## src/rtl/layer_ctrl.sv

```systemverilog
// layer_ctrl: sequencer for a single `layer` instance.
//
// On an accepted request it latches the input vector and weight-set index. It then
// streams that set's N weights out of a shared, 1-cycle-latency weight memory into
// w_i, unless that set is already loaded. After waiting LAT cycles for the layer to
// settle, it captures l_out and presents it on a valid/ready result port.
//
// Ports
//   clk, rst              clock (rising edge), synchronous active-high reset
//   in_valid/in_ready     request handshake; in_data = layer input vector, in_set = weight set
//   inv                   single-cycle pulse: weight memory contents changed, forget cached set
//   wm_addr/wm_rdata      weight memory read port (data returns one cycle after address)
//   w_i, l_in             drive the layer (weights, input vector)
//   l_out                 layer output, valid LAT cycles after w_i/l_in are stable
//   res_valid/res_ready   result handshake; res_data = captured layer output
//   busy                  high whenever the sequencer is not idle
module layer_ctrl #(
    parameter int LENGHT_I = 2,
    parameter int LENGHT_O = 1,
    parameter int WIDTH_W  = 9,
    parameter int WIDTH_I  = 1,
    parameter int WIDTH_O  = 10,
    parameter int NUM_SETS = 4,
    parameter int LAT      = 2,
    localparam int N  = LENGHT_I * LENGHT_O,
    localparam int SW = (NUM_SETS > 1) ? $clog2(NUM_SETS) : 1,
    localparam int AW = (NUM_SETS * N > 1) ? $clog2(NUM_SETS * N) : 1
) (
    input  logic                         clk,
    input  logic                         rst,
    input  logic                         in_valid,
    output logic                         in_ready,
    input  logic [LENGHT_I*WIDTH_I-1:0]  in_data,
    input  logic [SW-1:0]                in_set,
    input  logic                         inv,
    output logic [AW-1:0]                wm_addr,
    input  logic [WIDTH_W-1:0]           wm_rdata,
    output logic [N*WIDTH_W-1:0]         w_i,
    output logic [LENGHT_I*WIDTH_I-1:0]  l_in,
    input  logic [LENGHT_O*WIDTH_O-1:0]  l_out,
    output logic                         res_valid,
    input  logic                         res_ready,
    output logic [LENGHT_O*WIDTH_O-1:0]  res_data,
    output logic                         busy
);

    // Load counter spans 0..N; settle counter spans 0..LAT-1.
    localparam int CW = (N + 1 > 1) ? $clog2(N + 1) : 1;
    localparam int LW = (LAT > 1) ? $clog2(LAT) : 1;

    typedef enum logic [1:0] {IDLE, LOAD, SETTLE, HOLD} state_t;

    state_t                         state_reg, state_next;
    logic [CW-1:0]                  load_cnt_reg;
    logic [LW-1:0]                  settle_cnt_reg;
    logic [SW-1:0]                  req_set_reg;
    logic                           cache_vld_reg;
    logic [SW-1:0]                  cache_set_reg;
    logic                           inv_seen_reg;
    logic [AW-1:0]                  wm_addr_reg;
    logic [LENGHT_I*WIDTH_I-1:0]    l_in_reg;
    logic [LENGHT_O*WIDTH_O-1:0]    res_data_reg;
    logic                           res_valid_reg;

    logic accept, hit, load_last, settle_last;

    // Base address of a set plus element offset; wraps modulo 2^AW.
    function automatic logic [AW-1:0] set_addr(input logic [SW-1:0] set, input logic [CW-1:0] cnt);
        return AW'(set) * AW'(N) + AW'(cnt);
    endfunction

    assign accept      = in_valid && in_ready;
    // An inv in the accept cycle invalidates the cache before the hit decision.
    assign hit         = cache_vld_reg && (cache_set_reg == in_set) && !inv;
    assign load_last   = (state_reg == LOAD) && (load_cnt_reg == CW'(N));
    assign settle_last = (state_reg == SETTLE) && (settle_cnt_reg == LW'(LAT - 1));

    // ---------------- FSM: state register ----------------
    always_ff @(posedge clk) begin
        if (rst) state_reg <= IDLE;
        else     state_reg <= state_next;
    end

    // ---------------- FSM: next-state logic ----------------
    always_comb begin
        state_next = state_reg;
        case (state_reg)
            IDLE:    if (accept)      state_next = hit ? SETTLE : LOAD;
            LOAD:    if (load_last)   state_next = SETTLE;
            SETTLE:  if (settle_last) state_next = HOLD;
            HOLD:    if (res_ready)   state_next = IDLE;
            default:                  state_next = IDLE;
        endcase
    end

    // ---------------- FSM: outputs ----------------
    always_comb begin
        in_ready = (state_reg == IDLE) && !rst;
        busy     = (state_reg != IDLE);
    end

    // ---------------- Datapath / control registers ----------------
    always_ff @(posedge clk) begin
        if (rst) begin
            load_cnt_reg   <= '0;
            settle_cnt_reg <= '0;
            req_set_reg    <= '0;
            cache_vld_reg  <= 1'b0;
            cache_set_reg  <= '0;
            inv_seen_reg   <= 1'b0;
            wm_addr_reg    <= '0;
            l_in_reg       <= '0;
            res_data_reg   <= '0;
            res_valid_reg  <= 1'b0;
        end else begin
            case (state_reg)
                IDLE: begin
                    if (accept) begin
                        l_in_reg     <= in_data;
                        req_set_reg  <= in_set;
                        inv_seen_reg <= 1'b0;
                        if (hit) begin
                            settle_cnt_reg <= '0;
                        end else begin
                            // First address goes out now so its data lands in LOAD cycle 1.
                            wm_addr_reg   <= set_addr(in_set, '0);
                            load_cnt_reg  <= '0;
                            cache_vld_reg <= 1'b0;
                        end
                    end
                end
                LOAD: begin
                    load_cnt_reg <= load_cnt_reg + CW'(1);
                    if (load_cnt_reg < CW'(N - 1))
                        wm_addr_reg <= set_addr(req_set_reg, load_cnt_reg + CW'(1));
                    // An inv seen mid-load means the weights just loaded may be stale.
                    if (inv)
                        inv_seen_reg <= 1'b1;
                    if (load_last) begin
                        cache_vld_reg  <= !(inv || inv_seen_reg);
                        cache_set_reg  <= req_set_reg;
                        settle_cnt_reg <= '0;
                    end
                end
                SETTLE: begin
                    settle_cnt_reg <= settle_cnt_reg + LW'(1);
                    if (settle_last) begin
                        res_data_reg  <= l_out;
                        res_valid_reg <= 1'b1;
                    end
                end
                HOLD: begin
                    if (res_ready)
                        res_valid_reg <= 1'b0;
                end
                default: ;
            endcase
            if (inv)
                cache_vld_reg <= 1'b0;
        end
    end

    // ---------------- Weight registers ----------------
    // Element gi captures memory data in LOAD cycle gi+1 (one cycle after its address).
    genvar gi;
    generate
        for (gi = 0; gi < N; gi++) begin : g_w
            logic [WIDTH_W-1:0] w_reg;
            always_ff @(posedge clk) begin
                if (rst)
                    w_reg <= '0;
                else if ((state_reg == LOAD) && (load_cnt_reg == CW'(gi + 1)))
                    w_reg <= wm_rdata;
            end
            assign w_i[gi*WIDTH_W +: WIDTH_W] = w_reg;
        end
    endgenerate

    assign wm_addr   = wm_addr_reg;
    assign l_in      = l_in_reg;
    assign res_data  = res_data_reg;
    assign res_valid = res_valid_reg;

endmodule

```

## config.mk

```make
export PLATFORM = sky130hd
export DESIGN_NAME = layer_ctrl
export DESIGN_NICKNAME = d
export VERILOG_FILES = /design/src/rtl/layer_ctrl.sv
export SDC_FILE = /design/constraint.sdc
export NUM_CORES = 1
export LEC_CHECK = 0
export BUFFER_PORTS_ARGS = -buffer_cell sky130_fd_sc_hd__buf_2
export CORE_MARGIN = 2
export CORE_UTILIZATION = 50
export DETAILED_ROUTE_END_ITERATION = 10
export GPL_TIMING_DRIVEN = 0
export MAX_ROUTING_LAYER = met4
export PLACE_DENSITY_LB_ADDON = 0.12
export SYNTH_ARGS = -nofsm -noshare
export SYNTH_HDL_FRONTEND = slang
export SYNTH_SLANG_ARGS = --single-unit
```

## constraint.sdc

```tcl
create_clock -name clk -period 1.8 [get_ports clk]
set_input_delay 0.36 -clock clk [delete_from_list [all_inputs] [get_ports clk]]
set_output_delay 0.36 -clock clk [all_outputs]
set_load 0.1 [all_outputs]
```

==> results of run 1 <==
==> timing repair <==
item                       4_1_cts  5_1_grt
pin swaps                        0        1
setup endpoints to repair        2       13
gates resized for setup          8        3
==> cell usage in the layout, fill, tap and decap left out, types with 2 or more instances in the layout <==
cell type / count
sky130_fd_sc_hd__clkbuf_2: 3
sky130_fd_sc_hd__nand3_1: 13
sky130_fd_sc_hd__buf_4: 2
sky130_fd_sc_hd__ha_1: 8
sky130_fd_sc_hd__buf_2: 62
sky130_fd_sc_hd__mux2i_1: 5
sky130_fd_sc_hd__nand3b_1: 3
sky130_fd_sc_hd__dfxtp_1: 43
sky130_fd_sc_hd__nor3_1: 2
sky130_fd_sc_hd__and2_1: 2
sky130_fd_sc_hd__clkbuf_8: 5
sky130_fd_sc_hd__nor2b_1: 7
sky130_fd_sc_hd__dfxtp_2: 2
sky130_fd_sc_hd__inv_1: 2
sky130_fd_sc_hd__clkbuf_1: 6
sky130_fd_sc_hd__a21oi_1: 41
sky130_fd_sc_hd__nand2b_1: 7
sky130_fd_sc_hd__xnor2_2: 2
sky130_fd_sc_hd__nand2_1: 64
sky130_fd_sc_hd__nor2_1: 4
==> final cells by class <==
class | count | area [µm²] | share of cell area [%]
Buffer | 13 | 70.1 | 2.76
Clock buffer | 5 | 68.8 | 2.71
Clock inverter | 2 | 35.0 | 1.38
Inverter | 5 | 25.0 | 0.984
Multi-Input combinational cell | 178 | 1050 | 41.3
Sequential cell | 45 | 903 | 35.5
Tap cell | 50 | 62.6 | 2.46
Timing Repair Buffer | 62 | 328 | 12.9
==> worst max path at each step <==
| stage | startpoint | end | slack [ns] |
|---|---|---|---|
| 2_1_floorplan | state_reg[1] | in_ready | -0.33 |
| 3_3_place_gp | rst | in_ready | -0.26 |
| 3_5_place_dp | rst | in_ready | -0.26 |
| 4_1_cts | state_reg[1] | in_ready | 0.008 |
| 5_1_grt | state_reg[1] | in_ready | -0.04 |
| 6_report | state_reg[1] | busy | 0.02 |
==> per-layer routing <==
metal	share of wire [%]	up-vias	global-route usage, %
met4	0.96	0	5.36
li1	-	943	-
met2	47	57	35.6
met3	5.3	6	4.33
met5	0	-	-
met1	47	864	27.7
==> critical path, delay by kind of cell, from the launching register on <==
kind | cells | cell delay (ns)
adder cells (fa/ha/maj) | 1 | 0.17
buffers and inverters | 4 | 0.57
flip-flops | 1 | 0.39
==> logic make-up after synthesis <==
group | after synthesis
xor+xnor | 3
simple gates | 111
flops | 45
mux | 5
buf+inv | 18
fa+ha+maj | 9
compound gates | 50
==> power groups by stage <==
stage                     Clock (µW)  Sequential, µW  Combinational, µW
after floorplan                    0            1320                914
after global placement             0            1140               1320
after detailed placement           0            1140               1340
after CTS                        754            1120               1410
after global routing             784            1130               1500
final                            740            1120               1410
==> stage by stage <==
step	hold WS, ns	cell area [µm²]	setup slack, ns	utilization, %
3_3_place_gp	0.438	2410	-0.259	61.2
3_5_place_dp	0.444	2410	-0.258	61.2
5_1_grt	0.301	2540	-0.0442	64.5
6_report	0.292	2540	0.0231	64.5
4_1_cts	0.287	2540	0.00772	64.4
2_1_floorplan	0.449	2040	-0.330	-
==> results.rst, run 1 <==
.. list-table::
   :header-rows: 1

   * - Metric
     - Value
   * - Proportion of synthesized flip-flops having asynchronous set or reset
     - 0%
   * - Ratio of final minimum period to clock period
     - 98.7%
   * - Hold violation count in the final report
     - 0
   * - Clock share of power
     - 22.7%
   * - Die outline area
     - 4540 µm²
   * - Hold/Removal Path Class
     - input port to flip-flop
   * - Post-synth top area share
     - 44.9%
   * - Largest net degree at the start of global routing
     - 14
   * - Final max-slew violation count
     - 0
   * - PwrDens
     - 1280 nW/µm²
   * - Count of buffers from port buffering
     - just over 60
   * - Synth top cells by count
     - sky130_fd_sc_hd__nand2_1 (64), sky130_fd_sc_hd__dfxtp_1 (45), sky130_fd_sc_hd__a21oi_1 (41)
   * - Number of standard cells in the layout, taps in and fillers out
     - between 300 and 400
   * - First drt pass iteration count
     - 4
   * - Path type of the worst setup path
     - flip-flop to output port
   * - Number of global-route vias before repair
     - around 1.6k
   * - XOR/XNOR Fraction of Synth Area
     - around 2%
   * - Switching power total
     - 1320 µW
   * - Post-route antenna net violation count
     - 0
   * - Slew margin rel.
     - 67.1%
   * - Critical path peak fanout
     - 10
   * - Global placer's final weighted congestion
     - 0.761
   * - Synthesized instance count
     - 241
   * - Post-Syn Area
     - 2010 µm²
   * - Sink Count
     - 45
   * - Height of the die
     - 67.4 µm
   * - Placeable core area
     - 3940 µm²
   * - Clock period minus worst slack
     - 1.78 ns
   * - Total design power
     - 3270 µW
   * - Dominant synthesized flop cell
     - sky130_fd_sc_hd__dfxtp_1
   * - Final worst clock skew
     - 0.00514 ns
   * - RR Endpoint
     - state_reg[1]
   * - Switching share of power
     - between 40% and 50%
   * - Count of different cell masters after synthesis
     - 35
   * - Detail Placement HPWL
     - 3420 µm
   * - Largest stage delay, worst path
     - 0.39 ns
   * - Startpoint class of the critical path
     - flip-flop
   * - CTS root buf
     - sky130_fd_sc_hd__clkbuf_8
   * - Hold Path Origin
     - l_out[4]
   * - Yosys Warn Count
     - 0
   * - Cell accounting for the most synthesized area
     - sky130_fd_sc_hd__dfxtp_1
   * - Adder-Cell Fraction of Synth Area
     - 5.61%
   * - Effective utilization at floorplan
     - 50.9%
   * - Total via count after detailed routing
     - between 1.5k and 2k
   * - Total nets after synthesis
     - 278
   * - Vias per cell
     - around 5.2
   * - Most instantiated library cell after synthesis
     - sky130_fd_sc_hd__nand2_1
   * - Internal power
     - 1950 µW
   * - Critical-path cell with the highest stage delay
     - sky130_fd_sc_hd__dfxtp_2
   * - Upper clock frequency limit
     - 563 MHz
   * - Post-synthesis simple-gate area fraction
     - 26.4%
   * - Outcome
     - completed
   * - Syn avg cell area
     - about 8.3 µm²
   * - Type of element capturing the critical path
     - output port
   * - Total number of nets in the final design
     - about 350
   * - CTS Buf Count
     - 5
   * - Multiplexer fraction of the synthesized cell area
     - 2.49%
   * - Count of filler cells inserted in the layout
     - 347
   * - Path depth of the worst reg2reg path
     - 6
   * - Startpoint of the worst-slack reg-to-reg timing path
     - state_reg[1]
   * - P&R area growth vs syn
     - 26.6%
   * - Maximum clock path buffer count
     - 2
   * - Initial DRC Count
     - ~110
   * - Initial antenna violation count
     - 0
   * - Cell Count Post-Placement
     - around 350
   * - Number of endpoints failing setup at the final stage
     - 0
   * - Sequential group share of total power
     - 34.3%
   * - Critical path cell sequence
     - inv_4 -> ha_4 -> buf_8 -> clkinvlp_4 -> buf_4
   * - Synthesis-stage register bit count
     - 45
   * - Largest family of logic cells by synthesized area
     - simple AND/OR/NAND/NOR gates
   * - Residual overflow from global routing
     - 0
   * - Transition at the pin with the smallest max-transition slack
     - 0.494 ns
   * - Cells taking the most area after synthesis
     - sky130_fd_sc_hd__dfxtp_1 (45%), sky130_fd_sc_hd__nand2_1 (12%), sky130_fd_sc_hd__a21oi_1 (10%)
   * - Flip-flop count of the largest register after layout
     - 18
   * - Data arrival, critical path
     - 1.42 ns
   * - Clock Pin Slew Worst Setup and Hold Paths
     - 0.08 ns
   * - Number of design rule violations left after detail routing
     - 0
   * - Per-cell routed wire length
     - 12.8 µm
   * - Power share of the combinational group
     - 43.0%
   * - I/O pin count
     - 64
   * - Setup slack of the most critical reg-to-reg path
     - between 0.1 and 0.15 ns
   * - Total setup buffers inserted after CTS
     - 0
   * - Hold Path End
     - res_data[4]
   * - Die width
     - ~67 µm
   * - Maximum resistive drop on vdd
     - 1.23 mV
   * - Total negative slack
     - 0 ns
   * - Clock tree from TritonCTS
     - done
   * - Quantity of hold-fixing buffers added after cts
     - 0
   * - Number of enable-type register cells in the synthesized netlist
     - 0
   * - Final routed wirelength across all metal layers
     - around 4600 µm
   * - Later-pin clock latency in the skew report
     - 0.29 ns
   * - Diodes inserted
     - 0
   * - Number of maximum-capacitance violations
     - 0
   * - Required time worst endpoint
     - 1.44 ns
   * - H-tree depth reported by CTS
     - 2
   * - Leakage power summed over all cells
     - 0.00109 µW
   * - Total number of placement rows
     - 23
   * - Share of synthesized area occupied by flip-flops and latches
     - 44.9%
   * - RSZ-0062 raised after global routing
     - yes
   * - Area fraction in compound gates after synthesis
     - between 10% and 20%
   * - GRT Overall Usage
     - 21.8%
   * - Number of instances on the worst hold path
     - 3
   * - Fraction of layout cells with a size suffix above 1
     - 29.0%
   * - Global-route wire length before repair
     - 7370 µm
Note: power is estimated with default switching activity, not from simulation.
==> inputs of run 2 (changes only) <==
- BUFFER_PORTS_ARGS: -buffer_cell sky130_fd_sc_hd__buf_2 -> -buffer_cell sky130_fd_sc_hd__buf_4
==> results.rst, run 2 (synthesized netlist as in run 1, its figures left out) <==
.. list-table::
   :header-rows: 1

   * - Metric
     - Value
   * - Hold Path End
     - res_data[4] (unchanged)
   * - Detail Placement HPWL
     - 3460 µm (was 3420 µm)
   * - Vias per cell
     - 5.10 (was 5.19)
   * - Total number of nets in the final design
     - 348 (was 347)
   * - Critical path peak fanout
     - 4 (was 10)
   * - Clock period minus worst slack
     - 1.74 ns (was 1.78 ns)
   * - Final worst clock skew
     - 0.00695 ns (was 0.00514 ns)
   * - I/O pin count
     - 64 (unchanged)
   * - Data arrival, critical path
     - 1.38 ns (was 1.42 ns)
   * - Total design power
     - 3380 µW (was 3270 µW)
   * - Later-pin clock latency in the skew report
     - 0.30 ns (was 0.29 ns)
   * - Upper clock frequency limit
     - 575 MHz (was 563 MHz)
   * - Initial antenna violation count
     - 0 (unchanged)
   * - Number of instances on the worst hold path
     - 3 (unchanged)
   * - Number of design rule violations left after detail routing
     - 0 (unchanged)
   * - Top delay family on crit path
     - buffers and inverters (unchanged)
   * - Count of filler cells inserted in the layout
     - 330 (was 347)
   * - Hold/Removal Path Class
     - input port to flip-flop (unchanged)
   * - Initial DRC Count
     - 91 (was 111)
   * - Global placer's final weighted congestion
     - 0.783 (was 0.761)
   * - Clock tree from TritonCTS
     - done (unchanged)
   * - Clock Pin Slew Worst Setup and Hold Paths
     - 0.09 ns (was 0.08 ns)
   * - Residual overflow from global routing
     - 0 (unchanged)
   * - Critical path cell sequence
     - inv_4 -> ha_4 -> buf_8 -> clkinvlp_4 -> nor2_4 -> buf_12 (was inv_4 -> ha_4 -> buf_8 -> clkinvlp_4 -> buf_4)
   * - H-tree depth reported by CTS
     - 2 (unchanged)
   * - Startpoint class of the critical path
     - flip-flop (unchanged)
   * - Buf/Inv on CP
     - 4 (unchanged)
   * - First drt pass iteration count
     - 4 (unchanged)
   * - Maximum clock path buffer count
     - 2 (unchanged)
   * - Leakage power summed over all cells
     - 0.00111 µW (was 0.00109 µW)
   * - Number of endpoints failing setup at the final stage
     - 0 (unchanged)
   * - Number of global-route vias before repair
     - 1637 (was 1623)
   * - Required time worst endpoint
     - 1.44 ns (about the same)
   * - Flip-flop count of the largest register after layout
     - 18 (unchanged)
   * - Transition at the pin with the smallest max-transition slack
     - 0.495 ns (was 0.494 ns)
   * - Count of buffers from port buffering
     - 62 (unchanged)
   * - Per-cell routed wire length
     - 12.9 µm (was 12.8 µm)
   * - GRT Overall Usage
     - 22.1% (was 21.8%)
   * - Maximum resistive drop on vdd
     - 1.23 mV (about the same)
   * - Startpoint of the worst-slack reg-to-reg timing path
     - state_reg[1] (unchanged)
   * - Die width
     - 67.4 µm (unchanged)
   * - Post-route antenna net violation count
     - 0 (unchanged)
   * - Sink Count
     - 45 (unchanged)
   * - Placeable core area
     - 3940 µm² (unchanged)
   * - Quantity of hold-fixing buffers added after cts
     - 0 (unchanged)
   * - Type of element capturing the critical path
     - output port (unchanged)
   * - Most common cell after layout, fill and taps aside
     - sky130_fd_sc_hd__nand2_1 (unchanged)
   * - Total area of multi-input combinational cells
     - 1050 µm² (unchanged)
   * - Setup slack of the most critical reg-to-reg path
     - 0.12 ns (was 0.14 ns)
   * - Outcome
     - completed (unchanged)
   * - Height of the die
     - 67.4 µm (unchanged)
   * - Die outline area
     - 4540 µm² (unchanged)
   * - Area taken by flip-flops and latches
     - 903 µm² (unchanged)
   * - Diodes inserted
     - 0 (unchanged)
   * - Largest stage delay, worst path
     - 0.36 ns (was 0.39 ns)
   * - RR Endpoint
     - state_reg[1] (unchanged)
   * - Final max-slew violation count
     - 0 (unchanged)
   * - Critical-path cell with the highest stage delay
     - sky130_fd_sc_hd__dfxtp_2 (unchanged)
   * - Largest net degree at the start of global routing
     - 15 (was 14)
   * - RSZ-0062 raised after global routing
     - yes (unchanged)
   * - Total number of placement rows
     - 23 (unchanged)
   * - Slew margin rel.
     - 67.0% (was 67.1%)
   * - Effective utilization at floorplan
     - 50.9% (unchanged)
   * - Path depth of the worst reg2reg path
     - 6 (unchanged)
   * - Ratio of final minimum period to clock period
     - 96.6% (was 98.7%)
   * - Hold Path Origin
     - l_out[4] (unchanged)
   * - Fraction of layout cells with a size suffix above 1
     - 29.2% (was 29.0%)
   * - PwrDens
     - 1250 nW/µm² (was 1280 nW/µm²)
   * - CTS root buf
     - sky130_fd_sc_hd__clkbuf_8 (unchanged)
   * - Commonest cells after routing, fill and taps aside
     - sky130_fd_sc_hd__nand2_1 (64), sky130_fd_sc_hd__buf_4 (62), sky130_fd_sc_hd__dfxtp_1 (43) (was sky130_fd_sc_hd__nand2_1 (64), sky130_fd_sc_hd__buf_2 (62), sky130_fd_sc_hd__dfxtp_1 (43))
   * - Number of maximum-capacitance violations
     - 0 (unchanged)
   * - Total negative slack
     - 0 ns (unchanged)
   * - Worst hold margin
     - 0.301 ns (was 0.292 ns)
   * - Global-route wire length before repair
     - 7400 µm (was 7370 µm)
   * - Total via count after detailed routing
     - 1846 (was 1870)
   * - Path type of the worst setup path
     - flip-flop to output port (unchanged)
   * - CTS Buf Count
     - 5 (unchanged)
   * - Hold violation count in the final report
     - 0 (unchanged)
   * - Final routed wirelength across all metal layers
     - 4670 µm (was 4600 µm)
   * - P&R area growth vs syn
     - 35.1% (was 26.6%)
-- run 2: cell count changes in the layout (fill, tap and decap cells not counted) --
cell / before / now
sky130_fd_sc_hd__inv_4: 1 / 2
sky130_fd_sc_hd__clkinv_4: 0 / 1
sky130_fd_sc_hd__clkinv_2: 1 / 0
sky130_fd_sc_hd__buf_4: 2 / 62
sky130_fd_sc_hd__buf_6: 0 / 1
sky130_fd_sc_hd__inv_2: 1 / 0
sky130_fd_sc_hd__clkbuf_1: 6 / 7
sky130_fd_sc_hd__buf_2: 62 / 2
-- run 2: worst max-delay path by stage --
stage                       startpoint       end  slack [ns]  cells past startpoint
after floorplan           state_reg[1]  in_ready       -0.33                      5
after global placement             rst  in_ready       -0.16                      5
after detailed placement           rst  in_ready       -0.15                      5
after CTS                 state_reg[0]      busy        0.03                      5
after global routing      state_reg[0]  in_ready      0.0002                      6
final                     state_reg[1]  in_ready        0.06                      6
-- run 2: per-stage QoR --
step           utilization (%)  instances  instance area (µm²)  setup slack [ns]
3_5_place_dp              65.1        353                 2570            -0.152
5_1_grt                   68.8        362                 2710          0.000242
4_1_cts                   68.5        362                 2700            0.0273
3_3_place_gp              65.1        353                 2570            -0.163
2_1_floorplan                -        241                 2040            -0.330
6_report                  68.8        362                 2710            0.0607
-- run 2: routing by layer --
| layer | vias up | wire, µm | global-route usage (%) |
|---|---|---|---|
| li1 | 948 | - | - |
| met1 | 831 | 2040 | 28.2 |
| met2 | 63 | 2290 | 34.4 |
| met3 | 4 | 310 | 5.83 |
| met4 | 0 | 34 | 6.89 |
| met5 | - | 0 | - |
-- run 2: worst min-delay path, cell delays in order --
cell and delay [ns]:
sky130_fd_sc_hd__buf_4 0.10, sky130_fd_sc_hd__nand2_1 0.04, sky130_fd_sc_hd__a21oi_1 0.05
-- run 2: final cells by class --
| class | count | share of cell area [%] |
|---|---|---|
| buffer | 13 | 2.58 |
| clock buffer | 6 | 2.67 |
| clock inverter | 2 | 1.43 |
| inverter | 5 | 1.01 |
| multi-input combinational | 178 | 38.7 |
| sequential | 45 | 33.3 |
| tap | 50 | 2.31 |
| timing repair buffer | 63 | 18.0 |
-- run 2: what timing repair did --
item                                    CTS  global route
pin swaps                                 0             1
endpoints found under the setup margin    2            12
gates resized for setup                   5             7
buffers inserted                          1             0
-- run 2: power breakdown --
part	internal, µW	switching (µW)	total (µW)	leakage (µW)
clock	417	350	767	0.0000554
sequential	1060	62.1	1130	0.000364
combinational	546	939	1490	0.000693
==> inputs of run 3 (changes only) <==
- CORE_UTILIZATION: 50 -> 52
- CTS_BUF_LIST: default -> sky130_fd_sc_hd__clkbuf_8
==> results.rst, run 3 (synthesized netlist as in run 1, its figures left out) <==
.. list-table::
   :header-rows: 1

   * - Metric
     - Value
   * - Later-pin clock latency in the skew report
     - 0.29 ns (was 0.30 ns)
   * - First drt pass iteration count
     - 4 (unchanged)
   * - Total via count after detailed routing
     - 1848 (was 1846)
   * - CTS Buf Count
     - 5 (unchanged)
   * - Startpoint class of the critical path
     - flip-flop (unchanged)
   * - Transition at the pin with the smallest max-transition slack
     - 0.521 ns (was 0.495 ns)
   * - Total number of placement rows
     - 22 (was 23)
   * - Leakage power summed over all cells
     - 0.00111 µW (about the same)
   * - Internal power
     - 1910 µW (was 2030 µW)
   * - Sink Count
     - 45 (unchanged)
   * - Placeable core area
     - 3690 µm² (was 3940 µm²)
   * - Maximum resistive drop on vdd
     - 1.29 mV (was 1.23 mV)
   * - Per-cell routed wire length
     - 12.5 µm (was 12.9 µm)
   * - Most common cell after layout, fill and taps aside
     - sky130_fd_sc_hd__buf_4 (was sky130_fd_sc_hd__nand2_1)
   * - GRT Overall Usage
     - 23.2% (was 22.1%)
   * - Number of design rule violations left after detail routing
     - 0 (unchanged)
   * - Count of filler cells inserted in the layout
     - 300 (was 330)
   * - Post-route antenna net violation count
     - 0 (unchanged)
   * - Final routed wirelength across all metal layers
     - 4550 µm (was 4670 µm)
   * - Number of global-route vias before repair
     - 1737 (was 1637)
   * - Die width
     - 66.1 µm (was 67.4 µm)
   * - Number of standard cells in the layout, taps in and fillers out
     - 363 (was 362)
   * - I/O pin count
     - 64 (unchanged)
   * - Cell Count Post-Placement
     - 351 (was 353)
   * - Detail Placement HPWL
     - 3370 µm (was 3460 µm)
   * - Ratio of final minimum period to clock period
     - 98.7% (was 96.6%)
   * - Clock tree from TritonCTS
     - done (unchanged)
   * - Number of endpoints failing setup at the final stage
     - 0 (unchanged)
   * - Largest stage delay, worst path
     - 0.35 ns (was 0.36 ns)
   * - Critical path peak fanout
     - 7 (was 4)
   * - Largest net degree at the start of global routing
     - 15 (unchanged)
   * - Hold Path Origin
     - l_out[2] (was l_out[4])
   * - Critical-path cell with the highest stage delay
     - sky130_fd_sc_hd__dfxtp_2 (unchanged)
   * - Commonest cells after routing, fill and taps aside
     - sky130_fd_sc_hd__buf_4 (66), sky130_fd_sc_hd__nand2_1 (64), sky130_fd_sc_hd__dfxtp_1 (43) (was sky130_fd_sc_hd__nand2_1 (64), sky130_fd_sc_hd__buf_4 (62), sky130_fd_sc_hd__dfxtp_1 (43))
   * - Slew margin rel.
     - 65.3% (was 67.0%)
   * - Initial antenna violation count
     - 0 (unchanged)
   * - CTS root buf
     - sky130_fd_sc_hd__clkbuf_8 (unchanged)
   * - Upper clock frequency limit
     - 563 MHz (was 575 MHz)
   * - Type of element capturing the critical path
     - output port (unchanged)
   * - Total number of nets in the final design
     - 351 (was 348)
   * - Sequential group share of total power
     - 34.5% (was 33.3%)
   * - Global-route wire length before repair
     - 7660 µm (was 7400 µm)
   * - PwrDens
     - 1200 nW/µm² (was 1250 nW/µm²)
   * - Data arrival, critical path
     - 1.42 ns (was 1.38 ns)
   * - Clock Pin Slew Worst Setup and Hold Paths
     - 0.08 ns (was 0.09 ns)
   * - Path type of the worst setup path
     - flip-flop to output port (unchanged)
   * - Effective utilization at floorplan
     - 54.4% (was 50.9%)
   * - Height of the die
     - 66.1 µm (was 67.4 µm)
   * - Flip-flop count of the largest register after layout
     - 18 (unchanged)
   * - Required time worst endpoint
     - 1.44 ns (about the same)
   * - Vias per cell
     - 5.09 (was 5.10)
   * - Final max-slew violation count
     - 0 (unchanged)
   * - Power share of the combinational group
     - 46.8% (was 44.0%)
   * - Clock share of power
     - 18.7% (was 22.7%)
   * - Total design power
     - 3240 µW (was 3380 µW)
   * - Diodes inserted
     - 0 (unchanged)
   * - Maximum clock path buffer count
     - 2 (unchanged)
   * - Die outline area
     - 4380 µm² (was 4540 µm²)
   * - Fraction of layout cells with a size suffix above 1
     - 29.5% (was 29.2%)
   * - Critical path cell sequence
     - inv_2 -> ha_4 -> buf_8 -> clkinvlp_4 -> nor2_4 -> buf_12 (was inv_4 -> ha_4 -> buf_8 -> clkinvlp_4 -> nor2_4 -> buf_12)
   * - Worst setup path startpoint
     - state_reg[0] (was state_reg[1])
   * - Global placer's final weighted congestion
     - 0.800 (was 0.783)
   * - H-tree depth reported by CTS
     - 2 (unchanged)
   * - Outcome
     - completed (unchanged)
   * - Initial DRC Count
     - 84 (was 91)
   * - Switching power total
     - 1330 µW (was 1350 µW)
   * - Startpoint of the worst-slack reg-to-reg timing path
     - state_reg[1] (unchanged)
   * - Number of maximum-capacitance violations
     - 0 (unchanged)
   * - Hold violation count in the final report
     - 0 (unchanged)
   * - Hold/Removal Path Class
     - input port to flip-flop (unchanged)
   * - Clock period minus worst slack
     - 1.78 ns (was 1.74 ns)
   * - P&R area growth vs syn
     - 34.5% (was 35.1%)
   * - Residual overflow from global routing
     - 0 (unchanged)
   * - Total negative slack
     - 0 ns (unchanged)
   * - Final worst clock skew
     - 0.00146 ns (was 0.00695 ns)
   * - Count of buffers from port buffering
     - 62 (unchanged)
   * - Switching share of power
     - 41.0% (was 40.0%)
   * - RSZ-0062 raised after global routing
     - yes (unchanged)
==> run 3: path summary, 6_finish.rpt <==
path,slack [ns],cells past startpoint,to
worst max register to register,0.17,6,state_reg[1]
worst max-delay path,0.02,6,in_ready
worst min-delay path,0.31,3,res_data[2]
worst min register to register,0.46,2,res_data[9]
==> run 3: timing repair <==
action / 4_1_cts / 5_1_grt
hold buffers: 0 / 0
cloned: 0 / 0
endpoints found under the setup margin: 1 / 11
gates resized for setup: 5 / 2
pin swaps: 0 / 2
setup buffers: 1 / 3
==> run 3: layout make-up <==
type                            instances  area [µm²]  share of cell area [%]
Multi-Input combinational cell        178        1050                    38.9
Sequential cell                        45         903                    33.5
Timing Repair Buffer                   66         508                    18.8
Clock buffer                            5        68.8                    2.55
Buffer                                 13        68.8                    2.55
Tap cell                               48        60.1                    2.22
Inverter                                5        22.5                   0.834
Clock inverter                          3        18.8                   0.695
==> run 3: routing by layer <==
metal  up-vias  global-route usage (%)  share of wire (%)  wire (µm)
li1        952                       -                  -          -
met1       838                    29.6                 45       2030
met2        54                    37.6                 49       2210
met3         4                    4.94                6.0        275
met4         0                    6.12               0.68         31
met5         -                       -                  0          0
==> run 3: per-stage QoR <==
stage / hold slack, ns / worst slack [ns] / utilization [%] / area [µm²]
final: 0.308 / 0.0237 / 73.2 / 2700
after global routing: 0.312 / -0.0491 / 73.2 / 2700
after CTS: 0.302 / 0.00212 / 72.6 / 2680
after detailed placement: 0.447 / -0.146 / 69.5 / 2560
after global placement: 0.442 / -0.151 / 69.5 / 2560
after floorplan: 0.449 / -0.330 / - / 2040
==> run 3: power groups by stage <==
stage          combinational, µW  clock, µW  sequential (µW)
6_report                    1520        604             1120
5_1_grt                     1630        660             1130
4_1_cts                     1440        624             1120
3_5_place_dp                1380          0             1140
3_3_place_gp                1370          0             1140
2_1_floorplan                914          0             1320
==> run 3: worst max-delay path: cells and delay by family (launching register included) <==
kind,cells,cell delay (ns)
fa+ha+maj,1,0.17
buf+inv,4,0.50
simple gates,1,0.10
flops,1,0.35
